$ cat src/rtl/ls_sequencer_pkg.sv
// Shared types and decode helpers for the load/store sequencer.
// ls_op_t carries the full execute-stage op set so non-memory ops can be flagged.
package ls_sequencer_pkg;

    typedef enum logic [3:0] {
        i_NOP = 4'd0,
        i_LB  = 4'd1,
        i_LH  = 4'd2,
        i_LW  = 4'd3,
        i_LBU = 4'd4,
        i_LHU = 4'd5,
        i_SB  = 4'd6,
        i_SH  = 4'd7,
        i_SW  = 4'd8,
        i_ALU = 4'd9
    } ls_op_t;

    typedef enum logic [2:0] {
        S_IDLE,
        S_ISSUE0,
        S_WAIT0,
        S_ISSUE1,
        S_WAIT1,
        S_RESP
    } seq_state_t;

    function automatic logic is_mem_op(input ls_op_t op);
        case (op)
            i_LB, i_LH, i_LW, i_LBU, i_LHU, i_SB, i_SH, i_SW: return 1'b1;
            default:                                          return 1'b0;
        endcase
    endfunction

    function automatic logic is_store(input ls_op_t op);
        case (op)
            i_SB, i_SH, i_SW: return 1'b1;
            default:          return 1'b0;
        endcase
    endfunction

    function automatic logic [7:0] access_mask(input ls_op_t op);
        case (op)
            i_LB, i_LBU, i_SB: return 8'h01;
            i_LH, i_LHU, i_SH: return 8'h03;
            i_LW, i_SW:        return 8'h0F;
            default:           return 8'h00;
        endcase
    endfunction

    // Byte lanes touched across two consecutive words; bits [7:4] belong to the upper word.
    function automatic logic [7:0] lane_vector(input ls_op_t op, input logic [1:0] off);
        return access_mask(op) << off;
    endfunction

    function automatic logic spans_word(input ls_op_t op, input logic [1:0] off);
        return lane_vector(op, off) > 8'h0F;
    endfunction

endpackage

$ cat src/rtl/ls_sequencer_align.sv
// Combinational lane generation, store-data shifting and load extraction/extension.
// Purely a function of the sequencer's latched registers.
module ls_align
    import ls_sequencer_pkg::*;
(
    input  ls_op_t      op,
    input  logic [1:0]  off,
    input  logic [31:0] wdata,
    input  logic [31:0] lo,
    input  logic [31:0] hi,
    output logic [3:0]  be_lo,
    output logic [3:0]  be_hi,
    output logic [31:0] wr_lo,
    output logic [31:0] wr_hi,
    output logic        spans,
    output logic [31:0] load_data
);

    logic [7:0]  lanes;
    logic [63:0] shifted_w;
    logic [31:0] raw;
    logic [4:0]  bit_shift;

    always_comb begin
        bit_shift = {off, 3'b000};
        lanes     = lane_vector(op, off);
        be_lo     = lanes[3:0];
        be_hi     = lanes[7:4];
        spans     = |lanes[7:4];
        shifted_w = {32'h0, wdata} << bit_shift;
        wr_lo     = shifted_w[31:0];
        wr_hi     = shifted_w[63:32];
        // Only the low word of the shifted pair is the load result.
        raw       = 32'({hi, lo} >> bit_shift);
        case (op)
            i_LB:    load_data = {{24{raw[7]}}, raw[7:0]};
            i_LBU:   load_data = {24'h0, raw[7:0]};
            i_LH:    load_data = {{16{raw[15]}}, raw[15:0]};
            i_LHU:   load_data = {16'h0, raw[15:0]};
            i_LW:    load_data = raw;
            default: load_data = 32'h0;
        endcase
    end

endmodule

$ cat src/rtl/ls_sequencer.sv
// Load/store sequencer: accepts one memory op, runs one or two aligned bus
// transactions on the data port, then returns a single-cycle response.
module ls_sequencer
    import ls_sequencer_pkg::*;
#(
    parameter bit SPLIT_MISALIGNED = 1'b1
)
(
    input  logic        clk,
    input  logic        rst_n,
    input  logic        req_valid,
    output logic        req_ready,
    input  ls_op_t      req_op,
    input  logic [31:0] req_addr,
    input  logic [31:0] req_wdata,
    input  logic [4:0]  req_rd,
    output logic        resp_valid,
    output logic [31:0] resp_data,
    output logic [4:0]  resp_rd,
    output logic        resp_fault,
    output logic        d_req,
    input  logic        d_gnt,
    output logic        d_we,
    output logic [31:0] d_addr,
    output logic [3:0]  d_be,
    output logic [31:0] d_wr_data,
    input  logic        d_rvalid,
    input  logic [31:0] d_rd_data
);

    seq_state_t  state_q;
    seq_state_t  state_d;
    ls_op_t      op_q;
    logic [31:0] addr_q;
    logic [31:0] wdata_q;
    logic [31:0] lo_q;
    logic [31:0] hi_q;
    logic [4:0]  rd_q;
    logic        fault_q;

    logic        accept;
    logic        req_fault;
    logic [31:0] base_addr;
    logic [3:0]  be_lo;
    logic [3:0]  be_hi;
    logic [31:0] wr_lo;
    logic [31:0] wr_hi;
    logic        spans;
    logic [31:0] load_data;

    assign accept    = req_valid && (state_q == S_IDLE);
    // Without splitting, only word-crossing accesses are unserviceable.
    assign req_fault = !is_mem_op(req_op) ||
                       (!SPLIT_MISALIGNED && spans_word(req_op, req_addr[1:0]));
    assign base_addr = {addr_q[31:2], 2'b00};

    ls_align u_align (
        .op        (op_q),
        .off       (addr_q[1:0]),
        .wdata     (wdata_q),
        .lo        (lo_q),
        .hi        (hi_q),
        .be_lo     (be_lo),
        .be_hi     (be_hi),
        .wr_lo     (wr_lo),
        .wr_hi     (wr_hi),
        .spans     (spans),
        .load_data (load_data)
    );

    always_ff @(posedge clk or negedge rst_n) begin
        if (!rst_n) begin
            state_q <= S_IDLE;
        end else begin
            state_q <= state_d;
        end
    end

    always_ff @(posedge clk or negedge rst_n) begin
        if (!rst_n) begin
            op_q    <= i_NOP;
            addr_q  <= 32'h0;
            wdata_q <= 32'h0;
            rd_q    <= 5'h0;
            fault_q <= 1'b0;
            lo_q    <= 32'h0;
            hi_q    <= 32'h0;
        end else begin
            if (accept) begin
                op_q    <= req_op;
                addr_q  <= req_addr;
                wdata_q <= req_wdata;
                rd_q    <= req_rd;
                fault_q <= req_fault;
                lo_q    <= 32'h0;
                hi_q    <= 32'h0;
            end
            if ((state_q == S_WAIT0) && d_rvalid) begin
                lo_q <= d_rd_data;
            end
            if ((state_q == S_WAIT1) && d_rvalid) begin
                hi_q <= d_rd_data;
            end
        end
    end

    // Every output decodes from state and latched registers only.
    always_comb begin
        state_d    = state_q;
        req_ready  = 1'b0;
        resp_valid = 1'b0;
        resp_fault = 1'b0;
        resp_data  = 32'h0;
        resp_rd    = 5'h0;
        d_req      = 1'b0;
        d_we       = 1'b0;
        d_be       = 4'h0;
        d_addr     = 32'h0;
        d_wr_data  = 32'h0;

        case (state_q)
            S_IDLE: begin
                req_ready = 1'b1;
                if (req_valid) begin
                    state_d = req_fault ? S_RESP : S_ISSUE0;
                end
            end
            S_ISSUE0: begin
                d_req     = 1'b1;
                d_we      = is_store(op_q);
                d_addr    = base_addr;
                d_be      = be_lo;
                d_wr_data = wr_lo;
                if (d_gnt) begin
                    state_d = S_WAIT0;
                end
            end
            S_WAIT0: begin
                if (d_rvalid) begin
                    state_d = spans ? S_ISSUE1 : S_RESP;
                end
            end
            S_ISSUE1: begin
                d_req     = 1'b1;
                d_we      = is_store(op_q);
                d_addr    = base_addr + 32'd4;
                d_be      = be_hi;
                d_wr_data = wr_hi;
                if (d_gnt) begin
                    state_d = S_WAIT1;
                end
            end
            S_WAIT1: begin
                if (d_rvalid) begin
                    state_d = S_RESP;
                end
            end
            S_RESP: begin
                resp_valid = 1'b1;
                resp_fault = fault_q;
                resp_rd    = rd_q;
                resp_data  = fault_q ? 32'h0 : load_data;
                state_d    = S_IDLE;
            end
            default: begin
                state_d = S_IDLE;
            end
        endcase
    end

endmodule
$ cat config.mk
export PLATFORM = sky130hd
export DESIGN_NAME = ls_sequencer
export DESIGN_NICKNAME = d
export VERILOG_FILES = /design/src/rtl/ls_sequencer_pkg.sv /design/src/rtl/ls_sequencer_align.sv /design/src/rtl/ls_sequencer.sv
export SDC_FILE = /design/constraint.sdc
export NUM_CORES = 1
export LEC_CHECK = 0
export CORE_UTILIZATION = 35
export CTS_CLUSTER_DIAMETER = 30
export DETAILED_ROUTE_END_ITERATION = 16
export GPL_TIMING_DRIVEN = 1
export PLACE_DENSITY = 0.66
export SETUP_SLACK_MARGIN = 0.2
export SYNTH_ARGS = -nofsm -noshare
export SYNTH_HDL_FRONTEND = slang
export SYNTH_SLANG_ARGS = --single-unit
$ cat constraint.sdc
create_clock -name clk -period 4.05 [get_ports clk]
set_input_delay 0.6075 -clock clk [delete_from_list [all_inputs] [get_ports clk]]
set_output_delay 0.6075 -clock clk [all_outputs]
set_load 0.03 [all_outputs]
# After elaboration in Yosys (flattened, before gate mapping)
# Memories as Yosys holds them, arrays and structs flattened.
# Index checks and enable logic that the tools add are counted.
op_classes:
  n_shift: 3
  n_reduce_logical: 11
  addsub: 1
  muxes: 24
  eq_ne: 18
op_table:
  columns: ["cell", "n"]
  rows:
  - ["32-bit 2-to-1 mux", 5]
  - ["32-bit case mux with 5 select lines", 1]
  - ["32-bit case mux with 2 select lines", 2]
  - ["32-bit by 5-bit left shift with 64-bit output", 1]
  - ["64-bit by 5-bit right shift with 32-bit output", 1]
  - ["32-bit by 3-bit adder with 32-bit output (second input constant)", 1]
  - ["3-bit 2-to-1 mux", 7]
  - ["4-bit by 3-bit == test with 1-bit output (second input constant)", 4]
  - ["3-bit case mux with 5 select lines", 1]
  - ["2-bit inequality test (second input constant)", 5]
  - ["4-bit by 2-bit == test with 1-bit output (second input constant)", 2]
  - ["4-bit case mux with 2 select lines", 1]
  - ["8-bit by 2-bit left shift with 8-bit output", 1]
  - ["3-bit by 2-bit == test with 1-bit output (second input constant)", 2]
  - ["3-bit == test (second input constant)", 2]
  - ["1-bit 2-to-1 mux", 6]
  - ["5-bit 2-to-1 mux", 1]
  - ["5-bit AND reduction", 1]
  - ["4-bit by 1-bit == test with 1-bit output (second input constant)", 1]
  - ["4-bit == test (second input constant)", 1]
  - ["2-bit nonzero test", 2]
  - ["4-bit OR reduction", 1]
  - ["3-bit by 1-bit == test with 1-bit output (second input constant)", 1]
  - ["1-bit logical AND", 3]
  - ["4 further kinds", 4]
totals:
  n_memories: 2
  ff_bits: 141
  in_bits: 110
  rom_bits: 80
  output_inout_bits: 110
mem_list:
  columns: ["name", "depth", "word_bits", "rd", "rd_clocked_by_memory_dff", "write_ports", "line_no", "rtl"]
  rows:
  - ["(no name shown)", 16, 4, 1, 0, 0, "ls_sequencer_pkg.sv:42", "case (op)"]
  - ["(no name shown)", 16, 1, 1, 0, 0, "ls_sequencer_pkg.sv:28", "case (op)"]

# Depth between registers and ports, before layout
# An unclocked memory read counts as a cell.
depth:
  ltp_word: 6
  depth_mapped: 7
  depth_no_buf: 5

# Hierarchy
# A second synthesis with hierarchy kept.
unflattened:
  cells_unflattened: 1091
  hier_area_um2: 9201.3
modules_own_cells:
  columns: ["mod", "area_each_um2", "cells_per_inst", "n_inst"]
  rows:
  - ["ls_sequencer", 7064.3, 824, 1]
  - ["ls_align", 2137.0, 267, 1]

# Worst setup path before layout
# OpenSTA, ideal clock, no wires.
synth_path:
  path_kind: "register -> output"
  start: "register addr_q[6]"
  end: "output port d_addr[26]"
  path_buffers: 2
  setup_slack_ns: 0.881
  t_arrival_ns: 2.562
  stages_incl_launch_ff: 6
  cell_sequence: "dfrtp_1 > nand4_4 > or4_1 > clkbuf_1 > buf_2 > o41ai_1"
synth_between:
  elab_chain_len: 2
synth_rtl:
  columns: ["item", "line_no", "rtl"]
  rows:
  - ["start: declaration", "ls_sequencer.sv:34", "logic [31:0] addr_q;"]
  - ["start signal: assignment", "ls_sequencer.sv:91", "addr_q <= req_addr;"]
  - ["32-bit by 3-bit adder with 32-bit output", "ls_sequencer.sv:146", "d_addr = base_addr + 32'd4;"]
  - ["32-bit case mux with 2 select lines", "ls_sequencer.sv:121", "case (state_q)"]
  - ["end: declaration", "ls_sequencer.sv:24", "output logic [31:0] d_addr,"]
# No other way between the ends.

# Worst setup path after layout
layout_path:
  start: "register addr_q[6]"
  end: "output port d_addr[29]"
# Same word-level chain as after synthesis.

==> flow_summary_export.csv <==
group,metric,value,unit
outcome,status,"completed",
worst_setup_path,path_cells,"nand4_4, or4_4, or4_1, a21oi_1, clkdlybuf4s50_1",
cts,clk_path_buf_depth,2,
synthesis,synth_edf_count,0,
worst_setup_path,critPathMaxStageDelay,0.69,ns
grt,grt_pass1_vias,6857,
floorplan,die_width,155,um
pwr,p_clk_share,19.4,%
cts,cts_root_buffer,"clkbuf_16",
route,drc,0,
sta,slew_headroom,26.2,%
placed_design,port_buffers,217,
synthesis,synth_area,0.00815,mm^2
cts,cts.clk_slew.worst_paths,0.06,ns
pwr,switching_share,41.2,%
synthesis,yosys_warnings,0,
floorplan,core_area,0.0227,mm^2
final_layout,area_growth_syn_to_layout,37.5,%
cts,clock_sinks,133,
floorplan,core.rowCount,55,
route,routed_wl,24100,um
sta,max_freq,0.270,GHz
cts,htree_levels,4,
final_layout,nNetsFinal,1145,
worst_setup_path,cp_max_fo,16,
sta,tns,0,ns
worst_setup_path,crit_slowest_cell,"clkdlybuf4s50_1",
synthesis,async_reset_ff_share,100,%
synthesis,synthCells,852,
placed_design,gp_congestion,0.863,
floorplan,die_h,155,um
grt,grt_first_pass_wirelength,37700,um
worst_setup_path,end_kind,"output port",
job,max_cap_violations,0,
grt,grtUsageTotal,20.4,%
synthesis,post_synth.cell_area_avg,9.56,um^2
pwr,power_switching,0.00347,W
route,wl_per_cell,18.1,um
synthesis,synth_flop_cell,"dfrtp_1",
pwr,p_comb_share,48.6,%
worst_setup_path,cpLargestDelayFamily,"simple AND/OR/NAND/NOR gates",
sta,period_share,91.3,%
worst_setup_path,r2r_slack,1.63,ns
sta,hold_viol,0,
grt,antenna_found_initial,0,
sta,worst_pin_slew,1.11,ns
grt,overflow,0,
sta,rsz0062_at_grt,"no",
pwr,ir_worst_vdd,0.342,mV
route,vias,7154,
route,drtAntennaViolNets,0,
route,vias_per_cell,5.37,
cts,cts_inserted_buffers,17,
synthesis,ys_types,52,
final_layout,antennaDiodeCount,0,
worst_setup_path,arrival,3.09,ns
sta,setup_slack,0.352,ns
final_layout,drive_gt1_share,18.9,%
placed_design,dp_hpwl,17000,um
sta,setup_viol,0,
route,first_pass_iters,5,
cts,cts_tree,"built",
worst_setup_path,cp-start-kind,"register",
pwr,intPower,0.00494,W
pwr,pwr-share-seq,31.9,%
floorplan,start_util,35.9,%
worst_setup_path,required,3.44,ns
synthesis,ys_seq_area_share,40.8,%
floorplan,io-pin-count,220,
route,dr.first_iter.drc_count,447,
pwr,leakage,4.45,nW
sta,skew,0.00641,ns
pwr,p_per_area,751,mW/mm^2
cts,worstSkewPairLatency,0.42,ns
worst_setup_path,path_class,"register to output port",
worst_setup_path,worst-path-buf-inv,1,
grt,grt_max_degree,91,
placed_design,dp_slack,0.634,ns
sta,fin_hold_ws,0.262,ns
synthesis,ys_seq_elements,133,
hold_path,hp-class,"input port to asynchronous set/reset pin",
floorplan,dieArea,0.0239,mm^2
sta,drv_slew,0,
sta,fin_crit,3.70,ns
flip-flops by register name, indices dropped and copies added, names as in the netlist:
name     flops
addr_q      32
fault_q      1
hi_q        24
lo_q        32
op_q         4
rd_q         5
state_q      3
wdata_q     32
cells in the mapped netlist (4+ instances only):
cell	count	area share, %
nor3_1	7	0.43
xnor2_1	8	0.86
o21ai_0	77	4.7
and3_1	11	0.84
nor2_1	21	0.97
a21o_1	9	0.83
nand3b_1	5	0.46
buf_2	7	0.43
and2_1	6	0.46
mux2_2	82	11
a21oi_1	34	2.1
nand2_1	176	8.1
o31ai_1	10	0.92
o41ai_1	5	0.54
nand4_1	7	0.54
dfrtp_1	133	41
clkbuf_1	47	2.2
o2bb2ai_1	10	1.1
xor2_1	6	0.64
nor2b_1	11	0.84
mux4_2	31	8.6
nand3_1	15	0.92
a22oi_1	7	0.64
buf_1	13	0.60
nand2b_1	14	1.1
o22ai_1	12	0.92
mux2i_1	19	2.3
o311ai_0	4	0.43
inv_1	23	1.1
or4_1	11	1.0
through the flow:
step	cell area, um^2	util (%)	power [W]	instances
finish	11200	49.3	0.00841	1331
global route	11200	49.3	0.00898	1331
CTS	11200	49.3	0.00845	1331
detailed placement	10600	46.5	0.00678	1300
global placement	10600	46.5	0.00669	1300
floorplan	8150	-	0.00546	853
cell type report:
type | instances | area, um^2
multi-input combinational | 627 | 4490
sequential | 133 | 3330
timing repair buffer | 232 | 2320
tap | 285 | 357
clock buffer | 18 | 439
clock inverter | 13 | 183
inverter | 23 | 86.3
fill | 2072 | 11500
layout by cell type, fill, tap and decap left out, drive strengths merged, types with 10 or more instances in the layout:
cell type and count:
nor2b 11, o22ai 12, inv 23, dfrtp 133
mux2 82, clkbuf 18, a21oi 34, clkdlybuf4s50 191
mux2i 19, nand2 176, nand3 15, and3 11
buf 40, o2bb2ai 10, nor2 21, mux4 31
o31ai 10, nand2b 14, o21ai 77, or4 11
path summary, 6_finish.rpt:
check	to	start	cells past startpoint
max in group asynchronous	addr_q[1]	rst_n	2
setup reg to reg	lo_q[1]	state_q[1]	7
setup / recovery	d_addr[29]	addr_q[6]	5
hold / removal	lo_q[26]	rst_n	1
hold reg to reg	rd_q[4]	rd_q[4]	1
min in group clk	rd_q[4]	rd_q[4]	1
power groups by stage:
stage | clock [W] | sequential [W] | combinational (W)
detailed placement | 0 | 0.00269 | 0.00410
floorplan | 0 | 0.00239 | 0.00307
finish | 0.00164 | 0.00269 | 0.00409
CTS | 0.00167 | 0.00267 | 0.00411
global placement | 0 | 0.00265 | 0.00405
global route | 0.00173 | 0.00280 | 0.00445
logic make-up (layout without fill, tap and decap cells):
family	count (synthesis)	in the layout	synth area share (%)
adders and majority gates	1	1	0.154
DFF	133	133	40.8
other	1	2	0.0460
muxes	132	132	22.2
AOI/OAI and AO/OA	180	180	13.4
xor gates and xnor gates	14	14	1.50
buffers and inverters	93	286	4.50
and+or+nand+nor	298	298	17.4
per-layer routing:
| metal | GRT usage (%) | share of wire, % | vias up |
|---|---|---|---|
| met5 | 0 | 0 | - |
| met4 | 8.91 | 3.0 | 0 |
| met3 | 3.59 | 4.9 | 42 |
| met2 | 31.5 | 47 | 217 |
| met1 | 28.0 | 45 | 3479 |
| li1 | - | - | 3416 |
repair_timing:
action                                  in CTS  in global routing
hold buffers                                 0                  0
gates resized for setup                      1                  5
endpoints found under the setup margin       1                 13
buffers inserted                             0                  0
Note: power is estimated with default switching activity, not from simulation.
